File: config.mk
export PLATFORM = sky130hd
export DESIGN_NAME = hdmi_mode_code_tx_flat
export DESIGN_NICKNAME = d
export VERILOG_FILES = /design/src/rtl/hdmi_mode_code_pkg.sv /design/src/rtl/hdmi_mode_code_tx_if.sv /design/src/rtl/hdmi_mode_code_encode.sv /design/src/rtl/hdmi_mode_code_tx.sv /design/src/flat_wrapper.sv
export SDC_FILE = /design/constraint.sdc
export NUM_CORES = 1
export LEC_CHECK = 0
export BUFFER_PORTS_ARGS = -buffer_cell sky130_fd_sc_hd__buf_2
export CAP_MARGIN = 20
export CORE_MARGIN = 4
export CORE_UTILIZATION = 64
export DETAILED_ROUTE_END_ITERATION = 8
export PLACE_DENSITY_LB_ADDON = 0.1
export SETUP_SLACK_MARGIN = 0.02
export SLEW_MARGIN = 20
export SYNTH_ARGS = -nofsm -noshare
export SYNTH_HDL_FRONTEND = slang
export SYNTH_SLANG_ARGS = --single-unit
File: constraint.sdc
create_clock -name clock -period 4.95 [get_ports clock]
set_input_delay 0.2475 -clock clock [delete_from_list [all_inputs] [get_ports clock]]
set_output_delay 0.2475 -clock clock [all_outputs]
set_load 0.02 [all_outputs]
File: src/rtl/hdmi_mode_code_pkg.sv
// Shared constants and mode-code encoder for the HDMI reconfig word.
// Used by the transmitter and by the receiver's case table.
package hdmi_mode_code_pkg;

    // Mode field values, occupying code bits [6:2]
    localparam logic [4:0] MODE_480P = 5'b00000;
    localparam logic [4:0] MODE_288P = 5'b00001;
    localparam logic [4:0] MODE_576P = 5'b00010;
    localparam logic [4:0] MODE_240P = 5'b00100;
    localparam logic [4:0] MODE_480I = 5'b01000;
    localparam logic [4:0] MODE_576I = 5'b10000;

    // Output resolution selector, occupying code bits [1:0]
    typedef enum logic [1:0] {
        RES_1080P = 2'd0,
        RES_960P  = 2'd1,
        RES_480P  = 2'd2,
        RES_VGA   = 2'd3
    } res_sel_t;

    // Transmitter FSM states
    typedef enum logic [1:0] {
        ST_IDLE    = 2'd0,
        ST_QUALIFY = 2'd1,
        ST_HOLDOFF = 2'd2
    } tx_state_t;

    // Interlace wins over lowres; PAL picks the 50 Hz variant
    function automatic logic [6:0] encode_mode(
        input logic       pal,
        input logic       interlaced,
        input logic       lowres,
        input logic [1:0] res
    );
        logic [4:0] mode;
        if (interlaced) begin
            mode = pal ? MODE_576I : MODE_480I;
        end else if (lowres) begin
            mode = pal ? MODE_288P : MODE_240P;
        end else begin
            mode = pal ? MODE_576P : MODE_480P;
        end
        return {mode, res};
    endfunction

endpackage

File: src/rtl/hdmi_mode_code_tx_if.sv
// Mode inputs and reconfig word outputs of the mode code transmitter.
// master drives the video-mode inputs, slave is the transmitter.
interface hdmi_mode_code_tx_if;

    logic [1:0] res_sel;
    logic       is_pal;
    logic       is_interlaced;
    logic       is_lowres;
    logic       force_resend;
    logic [7:0] data_out;
    logic       strobe;
    logic       busy;

    modport master (
        output res_sel,
        output is_pal,
        output is_interlaced,
        output is_lowres,
        output force_resend,
        input  data_out,
        input  strobe,
        input  busy
    );

    modport slave (
        input  res_sel,
        input  is_pal,
        input  is_interlaced,
        input  is_lowres,
        input  force_resend,
        output data_out,
        output strobe,
        output busy
    );

endinterface

File: src/rtl/hdmi_mode_code_encode.sv
// Combinational wrapper that turns registered mode flags into a code.
// Kept separate so the receiver side can reuse the same encoder.
module hdmi_mode_code_encode
    import hdmi_mode_code_pkg::*;
(
    input  logic       pal,
    input  logic       interlaced,
    input  logic       lowres,
    input  logic [1:0] res,
    output logic [6:0] code
);

    assign code = encode_mode(pal, interlaced, lowres, res);

endmodule

File: src/rtl/hdmi_mode_code_tx.sv
// HDMI reconfig word transmitter: qualifies the mode code for stability,
// spaces updates by a holdoff and toggles bit 7 to force a resend.
module hdmi_mode_code_tx
    import hdmi_mode_code_pkg::*;
#(
    parameter int STABLE_CYCLES  = 1024,
    parameter int HOLDOFF_CYCLES = 256
) (
    input  logic                 clock,
    input  logic                 reset_n,
    hdmi_mode_code_tx_if.slave   bus
);

    localparam int QW = $clog2(STABLE_CYCLES) + 1;
    localparam int HW = $clog2(HOLDOFF_CYCLES) + 1;

    localparam logic [QW-1:0] Q_LAST = QW'(STABLE_CYCLES - 1);
    localparam logic [HW-1:0] H_LAST = HW'(HOLDOFF_CYCLES - 1);

    logic [1:0]  res_q;
    logic        pal_q;
    logic        il_q;
    logic        lr_q;
    logic [6:0]  cand;

    tx_state_t   state_q;
    tx_state_t   state_d;
    logic [7:0]  dout_q;
    logic [7:0]  dout_d;
    logic        strobe_q;
    logic        strobe_d;
    logic        pend_q;
    logic        pend_d;
    logic [6:0]  latch_q;
    logic [6:0]  latch_d;
    logic [QW-1:0] qcnt_q;
    logic [QW-1:0] qcnt_d;
    logic [HW-1:0] hcnt_q;
    logic [HW-1:0] hcnt_d;

    logic        cand_is_cur;
    logic        cand_is_latch;

    // Register the raw mode inputs once before encoding
    always_ff @(posedge clock or negedge reset_n) begin
        if (!reset_n) begin
            res_q <= '0;
            pal_q <= 1'b0;
            il_q  <= 1'b0;
            lr_q  <= 1'b0;
        end else begin
            res_q <= bus.res_sel;
            pal_q <= bus.is_pal;
            il_q  <= bus.is_interlaced;
            lr_q  <= bus.is_lowres;
        end
    end

    hdmi_mode_code_encode u_encode (
        .pal        (pal_q),
        .interlaced (il_q),
        .lowres     (lr_q),
        .res        (res_q),
        .code       (cand)
    );

    assign cand_is_cur   = (cand == dout_q[6:0]);
    assign cand_is_latch = (cand == latch_q);

    // FSM, output word and counter state registers
    always_ff @(posedge clock or negedge reset_n) begin
        if (!reset_n) begin
            state_q  <= ST_IDLE;
            dout_q   <= 8'h00;
            strobe_q <= 1'b0;
            pend_q   <= 1'b0;
            latch_q  <= '0;
            qcnt_q   <= '0;
            hcnt_q   <= '0;
        end else begin
            state_q  <= state_d;
            dout_q   <= dout_d;
            strobe_q <= strobe_d;
            pend_q   <= pend_d;
            latch_q  <= latch_d;
            qcnt_q   <= qcnt_d;
            hcnt_q   <= hcnt_d;
        end
    end

    // Next-state logic: qualify new codes, toggle on resend, hold off
    always_comb begin
        state_d  = state_q;
        dout_d   = dout_q;
        strobe_d = 1'b0;
        pend_d   = pend_q;
        latch_d  = latch_q;
        qcnt_d   = qcnt_q;
        hcnt_d   = hcnt_q;

        unique case (state_q)
            ST_IDLE: begin
                if (!cand_is_cur) begin
                    // The commit itself changes the word, so drop resends
                    latch_d = cand;
                    qcnt_d  = '0;
                    pend_d  = 1'b0;
                    state_d = ST_QUALIFY;
                end else if (bus.force_resend || pend_q) begin
                    dout_d   = {~dout_q[7], dout_q[6:0]};
                    strobe_d = 1'b1;
                    pend_d   = 1'b0;
                    hcnt_d   = '0;
                    state_d  = ST_HOLDOFF;
                end
            end
            ST_QUALIFY: begin
                if (bus.force_resend) begin
                    pend_d = 1'b1;
                end
                if (cand_is_cur) begin
                    state_d = ST_IDLE;
                end else if (!cand_is_latch) begin
                    latch_d = cand;
                    qcnt_d  = '0;
                end else if (qcnt_q == Q_LAST) begin
                    dout_d   = {dout_q[7], latch_q};
                    strobe_d = 1'b1;
                    hcnt_d   = '0;
                    state_d  = ST_HOLDOFF;
                end else begin
                    qcnt_d = qcnt_q + 1'b1;
                end
            end
            ST_HOLDOFF: begin
                if (bus.force_resend) begin
                    pend_d = 1'b1;
                end
                if (hcnt_q == H_LAST) begin
                    state_d = ST_IDLE;
                end else begin
                    hcnt_d = hcnt_q + 1'b1;
                end
            end
            default: begin
                state_d = ST_IDLE;
            end
        endcase
    end

    assign bus.data_out = dout_q;
    assign bus.strobe   = strobe_q;
    assign bus.busy     = (state_q != ST_IDLE);

endmodule

File: src/flat_wrapper.sv
// flat-port wrapper written by rule: the top's interface ports become plain ports
module hdmi_mode_code_tx_flat import hdmi_mode_code_pkg::*;
#(
    parameter int STABLE_CYCLES  = 1024,
    parameter int HOLDOFF_CYCLES = 256
)
  (clock, reset_n, bus_res_sel, bus_is_pal, bus_is_interlaced, bus_is_lowres, bus_force_resend, bus_data_out, bus_strobe, bus_busy);
  hdmi_mode_code_tx_if bus_i ();
  input  logic clock;
  input  logic reset_n;
  input wire logic [$bits(bus_i.res_sel)-1:0] bus_res_sel;
  input wire logic [$bits(bus_i.is_pal)-1:0] bus_is_pal;
  input wire logic [$bits(bus_i.is_interlaced)-1:0] bus_is_interlaced;
  input wire logic [$bits(bus_i.is_lowres)-1:0] bus_is_lowres;
  input wire logic [$bits(bus_i.force_resend)-1:0] bus_force_resend;
  output wire logic [$bits(bus_i.data_out)-1:0] bus_data_out;
  output wire logic [$bits(bus_i.strobe)-1:0] bus_strobe;
  output wire logic [$bits(bus_i.busy)-1:0] bus_busy;
  assign bus_i.res_sel = bus_res_sel;
  assign bus_i.is_pal = bus_is_pal;
  assign bus_i.is_interlaced = bus_is_interlaced;
  assign bus_i.is_lowres = bus_is_lowres;
  assign bus_i.force_resend = bus_force_resend;
  assign bus_data_out = bus_i.data_out;
  assign bus_strobe = bus_i.strobe;
  assign bus_busy = bus_i.busy;
  hdmi_mode_code_tx #(.STABLE_CYCLES(STABLE_CYCLES), .HOLDOFF_CYCLES(HOLDOFF_CYCLES)) u_core (.clock(clock), .reset_n(reset_n), .bus(bus_i));
endmodule
==> metrics <==
DR pass1 iterations=4; IO Port Bufs=17; Setup Buffers After CTS=0; Switch Pwr=433 uW; max cap viols=0; slew of the pin with the lowest slew margin=946 ps; clk root buf=clkbuf_8; fmax=356 MHz; die area=4940 um^2; DR vias=1834; clock share of power=23.6%; critical path endpoint category=register; Fin. Hold Viols=0; Critical Path AT=3020 ps; EDFF count, synth=0; initial antenna violation count=0; crit path kind=register to register; Area growth, synth to finish=6.90%; crit start category=register; post-synth top area cell=dfrtp_1; overall routing resource usage=21.1%; total nets after synthesis=269; Hold-fix buffers, CTS=0; clock sinks=44; top cells by area, synth=dfrtp_1 (44%), ha_1 (4.0%), o21ai_0 (4.0%); vias in the first global route=1859; clock skew=8.21 ps; layout cell share with drive strength beyond 1=18.4%; CTS Buf Count=5; Pwr Density=436 nW/um^2; Max VDD drop=307 uV; Netlist cell types=58; cell area after synthesis=2480 um^2; Data required, critical path=5160 ps; WL/cell=14.9 um; worst-skew pair later-pin latency=300 ps; row count=22; Final nets=281; Yosys warnings=0; top_reg_cell synth=dfrtp_1; # fillers=282; Setup TNS=0 ps; Net Sw Frac=37.4%; first-pass GRT wire length=8.43 mm; Hold Crit Class=primary input to register; Final Instance Area=2660 um^2; Final Max Slew Viols=0; Final ANT Viol Nets=0; unrepaired setup endpoints after global routing=false; Antenna Diode Count=0; WL final=4.67 mm; post-synth top area share=44.3%; CTS max path bufs=2; TritonCTS clock tree=built; DP Area=2540 um^2; Gate Count Post-Synth=253; run status=completed; final core utilization=71.4%; I/O pin total=18; P_leak=0.00117 uW; CTS H-tree depth=2; sequential share of the synthesized area=44.3%; Comb pwr share=36.3%; Die Ht=70.3 um; Via density=5.84; Slew HR=36.9%; CP max FO=11; synthesized area per cell=9.82 um^2; Fin Hold WS=46.3 ps; flops & latches, synth=44; GR Overflow Total=0; P_int=725 uW; post-synthesis async set-or-reset flop share=100%; DP HPWL=3.30 mm; power share of the sequential group=40.2%; Tmin final=2810 ps; routability cong.=0.835; Setup violations, final=0; core area=3720 um^2; DR iter-0 viols=105; Tcrit/Tclk final=56.8%; initial core utilization=66.8%; Die X-Extent=70.3 um; pin count of the biggest net entering global routing=45; clock-pin slew on the worst setup and hold paths=90 ps; post-cts sizing count=0; drt drc=0
[cell type report]
class / instances / area, um^2 / share of cell area (%)
inverters: 10 / 37.5 / 1.41
well taps: 48 / 60.1 / 2.26
clock buffers: 5 / 68.8 / 2.59
flip-flops and latches: 44 / 1100 / 41.5
multi-input cells: 187 / 1260 / 47.5
repair buffers: 17 / 85.1 / 3.20
clock inverters: 3 / 42.5 / 1.60
[cells in the mapped netlist (3+ instances only)]
cell type,n
dfrtp_1,44
nand2_1,26
nor2_1,24
o21ai_0,20
inv_1,10
nand3_1,10
ha_1,8
o31ai_1,8
xnor2_1,8
nor3_1,7
mux2_2,5
xor2_1,5
nor2b_1,4
or3_1,4
and3_1,3
buf_2,3
buf_6,3
clkbuf_1,3
nand2b_1,3
nand4_1,3
nor4_1,3
nor4b_1,3
o211ai_1,3
[per-stage QoR]
step | power (uW) | cells | setup WS (ps)
6_report | 1160 | 314 | 2140
5_1_grt | 1240 | 314 | 1840
4_1_cts | 1170 | 314 | 2110
3_5_place_dp | 889 | 306 | 2170
3_3_place_gp | 880 | 306 | 2190
2_1_floorplan | 830 | 253 | 2740
[power by group through the flow]
| stage | combinational [uW] | sequential [uW] | clock [uW] |
|---|---|---|---|
| after CTS | 421 | 465 | 281 |
| after global routing | 470 | 475 | 299 |
| after global placement | 411 | 468 | 0 |
| after detailed placement | 417 | 472 | 0 |
| final | 420 | 465 | 273 |
| after floorplan | 365 | 464 | 0 |
[layer usage]
metal	wire, um	track usage, %	vias to the layer above
met5	0	0	-
met1	2240	28.5	869
met3	216	5.90	10
li1	-	-	918
met4	93	7.66	0
met2	2110	32.4	37
[worst max-delay path: stages (launching register included)]
cell and delay (ps):
dfrtp_1 420, ha_1 270, nand3_1 90, nor2_1 50, ha_1 200, a221o_1 430
nor2_1 100, o21ai_0 80, o2bb2ai_1 610, nand3_1 230, o31ai_1 240
[state kept, by name (all words and copies together) (netlist names), 2 cells and up]
| signal | flops |
|---|---|
| u_core.res_q | 2 |
| u_core.qcnt_q | 11 |
| u_core.state_q | 2 |
| u_core.latch_q | 7 |
| u_core.bus.data_out | 8 |
| u_core.hcnt_q | 9 |
[path summary, 6_finish.rpt]
check                      cells past startpoint                          startpoint                                 end  slack [ps]
max in group asynchronous                      1                             reset_n           u_core.pend_q$_DFFE_PN0P_        4260
max reg2reg                                   10        u_core.hcnt_q[0]$_DFFE_PN0P_        u_core.hcnt_q[7]$_DFFE_PN0P_        2140
min reg2reg                                    1  u_core.bus.data_out[7]$_DFFE_PN0P_  u_core.bus.data_out[7]$_DFFE_PN0P_         470
min in group asynchronous                      1                             reset_n  u_core.bus.data_out[5]$_DFFE_PN0P_          80
min                                            1                       bus_is_lowres               u_core.lr_q$_DFF_PN0_          50
max                                           10        u_core.hcnt_q[0]$_DFFE_PN0P_        u_core.hcnt_q[7]$_DFFE_PN0P_        2140
[layout by cell type (no fill, tap or decap), types with 3 or more instances in the layout]
master / netlist / routed
nor4b_1: 3 / 3
or3_1: 4 / 4
nor4_1: 3 / 3
nor2_1: 24 / 24
nor3_1: 7 / 7
o21ai_0: 20 / 20
xor2_1: 5 / 5
buf_2: 3 / 17
nand2b_1: 3 / 3
ha_1: 8 / 8
inv_1: 10 / 10
o31ai_1: 8 / 8
clkbuf_8: 0 / 5
nor2b_1: 4 / 4
o211ai_1: 3 / 3
nand4_1: 3 / 3
xnor2_1: 8 / 8
and3_1: 3 / 3
nand3_1: 10 / 10
dfrtp_1: 44 / 44
mux2_2: 5 / 5
nand2_1: 26 / 26
[kinds of logic after synthesis]
| kind of cell | after synthesis | synth area share, % |
|---|---|---|
| flip-flops | 44 | 44.3 |
| AND/OR/NAND/NOR | 106 | 23.3 |
| AO/OA/AOI/OAI | 52 | 15.2 |
| XOR/XNOR | 13 | 4.58 |
| buffers and inverters | 22 | 4.94 |
| multiplexers | 8 | 3.68 |
| adder cells (fa/ha/maj) | 8 | 4.03 |
(Power assumes the default switching activity.)
